==> config.mk <==
export PLATFORM = sky130hd
export DESIGN_NAME = fp_mul_nr_pipe
export DESIGN_NICKNAME = d
export VERILOG_FILES = /design/src/rtl/fp_mul_nr_pipe.sv
export SDC_FILE = /design/constraint.sdc
export NUM_CORES = 2
export LEC_CHECK = 0
export BUFFER_PORTS_ARGS = -buffer_cell sky130_fd_sc_hd__buf_2
export CORE_ASPECT_RATIO = 0.8
export CORE_MARGIN = 4
export CORE_UTILIZATION = 41
export CTS_CLUSTER_DIAMETER = 30
export DETAILED_ROUTE_END_ITERATION = 10
export PLACE_DENSITY = 0.55
export SKIP_CTS_REPAIR_TIMING = 1
export SLEW_MARGIN = 40
export SYNTH_ARGS = -nofsm -noshare
export SYNTH_HDL_FRONTEND = slang
export SYNTH_SLANG_ARGS = --single-unit
==> constraint.sdc <==
create_clock -name clk -period 8.3 [get_ports clk]
set_clock_uncertainty 0.15 [all_clocks]
set_input_delay 0.415 -clock clk [delete_from_list [all_inputs] [get_ports clk]]
set_output_delay 0.415 -clock clk [all_outputs]
set_load 0.03 [all_outputs]
==> src/rtl/fp_mul_nr_pipe.sv <==
// fp_mul_nr_pipe: 3-cycle pipelined positive single-precision multiplier for the InvSqrt Newton-Raphson step.
// Operands and result are sign-less {exp[30:23], frac[22:0]}; valid/ready/error sideband passes through.
module fp_mul_nr_pipe #(
    parameter int ROUND_NEAREST = 1
) (
    input  logic        clk,
    input  logic        rst,
    input  logic        valid,
    input  logic [30:0] float_a,
    input  logic [30:0] float_b,
    input  logic        error_in,
    output logic [30:0] float_out,
    output logic        ready,
    output logic        error_out
);
    localparam logic [30:0] QNAN = 31'h7FC0_0000;
    localparam logic [30:0] INF  = 31'h7F80_0000;

    logic        s1_valid, s1_err, s1_zero_a, s1_zero_b, s1_spec_a, s1_spec_b;
    logic [30:0] s1_a, s1_b;

    logic        s2_valid, s2_err, s2_zero, s2_spec;
    logic [47:0] s2_prod;
    logic [9:0]  s2_e;

    logic        s3_valid, s3_err;
    logic [30:0] s3_out;

    logic        hi, guard, sticky, inc, carry, ovf, unf;
    logic [22:0] mant, frac;
    logic [9:0]  e_n;
    logic [30:0] res;
    logic        st_err;

    always_ff @(posedge clk or negedge rst) begin
        if (!rst) begin
            s1_valid  <= 1'b0;
            s1_err    <= 1'b0;
            s1_zero_a <= 1'b0;
            s1_zero_b <= 1'b0;
            s1_spec_a <= 1'b0;
            s1_spec_b <= 1'b0;
            s1_a      <= '0;
            s1_b      <= '0;
        end else begin
            s1_valid  <= valid;
            s1_err    <= error_in;
            s1_a      <= float_a;
            s1_b      <= float_b;
            s1_zero_a <= float_a[30:23] == 8'd0;
            s1_zero_b <= float_b[30:23] == 8'd0;
            s1_spec_a <= float_a[30:23] == 8'hFF;
            s1_spec_b <= float_b[30:23] == 8'hFF;
        end
    end

    // Exponent is kept as a 10-bit two's-complement value so underflow shows up in bit 9
    always_ff @(posedge clk or negedge rst) begin
        if (!rst) begin
            s2_valid <= 1'b0;
            s2_err   <= 1'b0;
            s2_zero  <= 1'b0;
            s2_spec  <= 1'b0;
            s2_prod  <= '0;
            s2_e     <= '0;
        end else begin
            s2_valid <= s1_valid;
            s2_err   <= s1_err;
            s2_zero  <= s1_zero_a | s1_zero_b;
            s2_spec  <= s1_spec_a | s1_spec_b;
            s2_prod  <= {1'b1, s1_a[22:0]} * {1'b1, s1_b[22:0]};
            s2_e     <= {2'b00, s1_a[30:23]} + {2'b00, s1_b[30:23]} - 10'd127;
        end
    end

    always_comb begin
        hi            = s2_prod[47];
        mant          = hi ? s2_prod[46:24] : s2_prod[45:23];
        guard         = hi ? s2_prod[23] : s2_prod[22];
        sticky        = hi ? |s2_prod[22:0] : |s2_prod[21:0];
        inc           = (ROUND_NEAREST != 0) && guard && (sticky || mant[0]);
        {carry, frac} = {1'b0, mant} + {23'd0, inc};
        e_n           = s2_e + {9'd0, hi} + {9'd0, carry};
        ovf           = !e_n[9] && e_n >= 10'd255;
        unf           = e_n[9] || e_n == 10'd0;
        res           = s2_spec ? QNAN :
                        s2_zero ? 31'd0 :
                        ovf     ? INF :
                        unf     ? 31'd0 : {e_n[7:0], frac};
        st_err        = s2_spec || (!s2_zero && ovf);
    end

    always_ff @(posedge clk or negedge rst) begin
        if (!rst) begin
            s3_valid <= 1'b0;
            s3_err   <= 1'b0;
            s3_out   <= '0;
        end else begin
            s3_valid <= s2_valid;
            s3_err   <= s2_err | st_err;
            s3_out   <= res;
        end
    end

    always_ff @(posedge clk or negedge rst) begin
        if (!rst) begin
            float_out <= '0;
            ready     <= 1'b0;
            error_out <= 1'b0;
        end else begin
            ready     <= s3_valid;
            error_out <= s3_valid & s3_err;
            if (s3_valid) float_out <= s3_out;
        end
    end
endmodule

---- Word-level counts from Yosys, hierarchy flattened ----
Cells that the tools add are included.
operators by class
  $add $sub $neg .......................... 5
  multipliers ............................. 1
  div/mod/pow operators ................... 0
  magnitude comparators ................... 1
  eq/ne operators ......................... 2
  shifts and indexed selects .............. 0
  muxes and demuxes ....................... 7
  bitwise logic cells ..................... 4
  reduce and logical (&&, ||, !) cells .... 13
operators with widths
  operator                count
  $mux W31                4
  $mul A24 B24 Y48        1
  $add A23 B1 Y24         1
  $mux W23                1
  $reduce_or A23 Y1       1
  $reduce_or A22 Y1       1
  $add A10 B1 Y10         2
  $eq A8 B8 Y1 const B    2
  $logic_not A8 Y1        2
  $ge A10 B8 Y1 const B   1
  $logic_not A10 Y1       1
  $sub A9 B7 Y10 const B  1
  $add A8 B8 Y9           1
  $logic_and A1 B1 Y1     3
  $logic_or A1 B1 Y1      3
  $or A1 B1 Y1            3
  $logic_not A1 Y1        2
  $mux W1                 2
  $and A1 B1 Y1           1
storage, ports and cells
  register bits after elaboration ......... 196
  bits in latches ......................... 0
  bits in writable memories ............... 0
  memory bits (read-only) ................. 0
  input bits .............................. 66
  output and inout bits ................... 33
  memories kept ........................... 0

---- Longest topological paths before layout ----
  word-level depth ........................ 12
  gate-level depth with buffers ........... 27

---- Least setup slack after synthesis ----
OpenSTA, ideal clock, no wires.
  path type ............................... flip-flop to flip-flop
  start ................................... register s1_b[9]
  end ..................................... register s2_prod[44]
  data arrival time ....................... 6.477 ns
  required time ........................... 8.017 ns
  slack ................................... 1.540 ns
  cell stages (with the launch flop) ...... 25
  buffers on the path ..................... 1
  path through ............................ dfrtp_1 > clkbuf_1 > nand2_1 > fa_1 > fa_1 > inv_1 > fa_1 > inv_1 > fa_1 > inv_1 > fa_1 > fa_1 > inv_1 > fa_1 > inv_1 > ha_1 > a21oi_1 > o21ai_1 > a221oi_1 > nand3_1 > o21ba_2 > o31a_4 > a21oi_4 > o311ai_4 > xor2_1
on the way
  longest elaborated chain between the ends .. 1
RTL lines
  item                    RTL line  source
  from (decl)             20        logic [30:0] s1_a, s1_b;
  from (signal assigned)  49        s1_b <= float_b;
  $mul A24 B24 Y48        71        s2_prod <= {1'b1, s1_a[22:0]} * {1'b1, s1_b[22:0]};
  to (signal assigned)    71
  to (decl)               23        logic [47:0] s2_prod;
No other way between the ends.
A chain may end at the register's enable or synchronous reset.

---- Worst setup path after layout ----
  start ................................... register s1_b[10]
  end ..................................... register s2_prod[47]
The elaborated chain is that of the path after synthesis.

==> flow_summary.ini <==
[outcome]
status = finished clean

[worst_setup_path]
crit_family = adder cells
slowest_delay_ps = 750
crit_chain = buf_4, nand2_1, fa_1, fa_1, inv_1, fa_1, fa_1, fa_1, fa_1, inv_1, fa_1, inv_1, ha_1, a21oi_1, o21ai_0, a221oi_1, o21bai_1, a21oi_1, buf_4, o31a_1, o21ai_1, a211oi_1, xnor2_1
cp-start-kind = flip-flop
arrival_ps = 7900
cp.required_ps = 8540
cp-end-kind = flip-flop
worstRegToRegCells = 23
critPathMostFrequentCell = fa_1
cp_slowest_cell = dfrtp_1
cp_num_cells = 23
worstSetupPathType = reg -> reg
crit_path_start = s1_b[10]$_DFF_PN0_
r2r_slack_ps = 640
cp_num_buf_inv = 5
critPathMaxFanout = 10
timing.rr.start = s1_b[10]$_DFF_PN0_

[logic_synthesis]
netlist_top_cells_area = fa_1, dfrtp_1, ha_1
ys_seq_elements = 196
yosysSeqAreaShare_pct = 18.99
async_reset_ff_share_pct = 100.0
synth_cell_type_count = 65
yosysTopAreaCell = fa_1
syn_area_sq_mm = 0.02582
synthesis.nets = 3383
avgSynthCellArea_sq_um = 9.771
synthFlopType = dfrtp_1
syn-instance-count = 2643
ys_warn_count = 0
synth-edff-count = 0
synth_top_cell_area_share_pct = 37.52

[grt]
grt_pass1_vias = 19290
grt-ovfl-total = 0
grt_pass1_wl_um = 113400
grtUsageTotal_pct = 22.50
antenna_found_initial = 2
grt_max_degree = 78

[floorplan]
num_io_pins = 99
floorplan.initialDensity_pct = 41.84
row_count = 81
die_area_sq_mm = 0.06709
die_h_um = 232.5
core-area_sq_mm = 0.06172
fp.dieW_um = 288.6

[cells_and_area]
drive_above_1_share_pct = 9.199
multi_input_area_sq_mm = 0.01821
n_fill_cell = 5817
regArea_sq_mm = 0.004913
nNetsFinal = 3510
area_delta_synth_final_pct = 11.15
final_cell_mix = inv_1, fa_1, nand2_1, and2_1, ha_1
layout_commonest_cell = inv_1
final_cells = 3614

[timing]
maxSlewHeadroom_pct = 44.95
tns_ps = 0
setup_viol = 0
fin_crit_sh_pct = 92.28
rsz0062_at_grt = no
slew_violations = 0
finalHoldViolations = 0
tightest_slew_ps = 825.8
fmax_mhz = 130.6
period_minus_slack_ps = 7659

[hold_path]
min-delay-start = s2_valid$_DFF_PN0_
worstHoldPathCells = 0
hp-class = reg -> reg

[place]
gp_congestion = 0.9136
dp_cells = 3516
io_buffers = 98
hpwl_um = 58690

[cts]
cts_inserted_buffers = 17
cts_tree = done
cts-root-buf = clkbuf_16
clk_pin_slew_ps = 90
htree_levels = 4
cts_sinks = 196
clockBufferDepth = 2
clk_latency_ps = 510

[drt]
top_layer = met5
wl_met2_um = 32770
vias_per_cell = 5.025
wl_per_cell_um = 20.09
dr.pass1.iters = 6
wl_met1_um = 33790
drc_errors = 0
drt_wl_total_um = 72590
drtAntennaViolNets = 0
first_iter_violations = 1356
wl_met3_um = 4433
vias = 18160

[job]
cap_violations = 0
-- metal layers --
layer / vias to the layer above / global-route usage (%)
li1: 8122 / -
met1: 9459 / 33.27
met2: 498 / 34.25
met3: 79 / 4.192
met4: 2 / 5.730
met5: - / 0
-- cells in the mapped netlist (17+ instances only) --
cell type / n
o21ai_0: 17
a211oi_1: 17
a21o_1: 24
nand4_1: 24
nand3_1: 34
a21oi_1: 55
dfrtp_1: 196
and2_1: 261
inv_1: 599
xor2_1: 37
nand2_1: 301
mux2_2: 34
fa_1: 484
ha_1: 190
xnor2_1: 51
clkbuf_1: 115
nor2_1: 71
-- path summary, 6_finish.rpt --
| check | end |
|---|---|
| min | s3_valid$_DFF_PN0_ |
| min reg2reg | s3_valid$_DFF_PN0_ |
| max | s2_prod[47]$_DFF_PN0_ |
| min in group asynchronous | float_out[1]$_DFFE_PN0P_ |
| max reg2reg | s2_prod[47]$_DFF_PN0_ |
| max in group asynchronous | s1_b[5]$_DFF_PN0_ |
-- per-stage QoR --
step	instance area (sq um)	hold WS, ps	util (%)	setup slack (ps)
finish	28700	206.2	46.51	641.1
global placement	27400	186.6	44.39	723.7
floorplan	25820	-30.59	-	1540
detailed placement	27410	187.1	44.40	691.8
global route	28700	219.4	46.50	226.7
CTS	28040	-236.4	45.44	637.9
-- kinds of logic (layout without fill, tap and decap cells) --
family	count (synthesis)	count (layout)	share of synthesized area (%)
AO/OA/AOI/OAI	179	179	4.758
XOR/XNOR	88	88	2.985
adder cells (fa/ha/maj)	674	674	46.73
buffers and inverters	721	861	10.48
flip-flops	196	196	18.99
multiplexers	39	39	1.681
other	0	1	0
AND/OR/NAND/NOR	746	746	14.37
-- worst register-to-register path, stage by stage, from the launching register on --
cell and delay [ps]:
dfrtp_1 750, buf_4 320, nand2_1 100, fa_1 510, fa_1 550, inv_1 50
fa_1 500, fa_1 600, fa_1 440, fa_1 490, inv_1 50, fa_1 520
inv_1 60, ha_1 400, a21oi_1 280, o21ai_0 190, a221oi_1 380, o21bai_1 110
a21oi_1 160, buf_4 150, o31a_1 230, o21ai_1 140, a211oi_1 270, xnor2_1 160
-- sequential cells by signal, summed over array words and instances, names as in the netlist, 10 cells and up --
register   cells
s2_prod       48
s2_e          10
float_out     31
s1_a          31
s1_b          31
s3_out        31
-- layout make-up --
class	instances	area share, %
multi-input cells	1726	63.45
flip-flops and latches	196	17.12
inverters	601	7.859
repair buffers	228	5.732
well taps	830	3.618
clock buffers	17	1.482
clock inverters	15	0.7367
diodes	1	0.008718
Power is left out: the tool's default activity adds up to more than one toggle a clock period on the data nets, which glitch-free logic cannot reach.
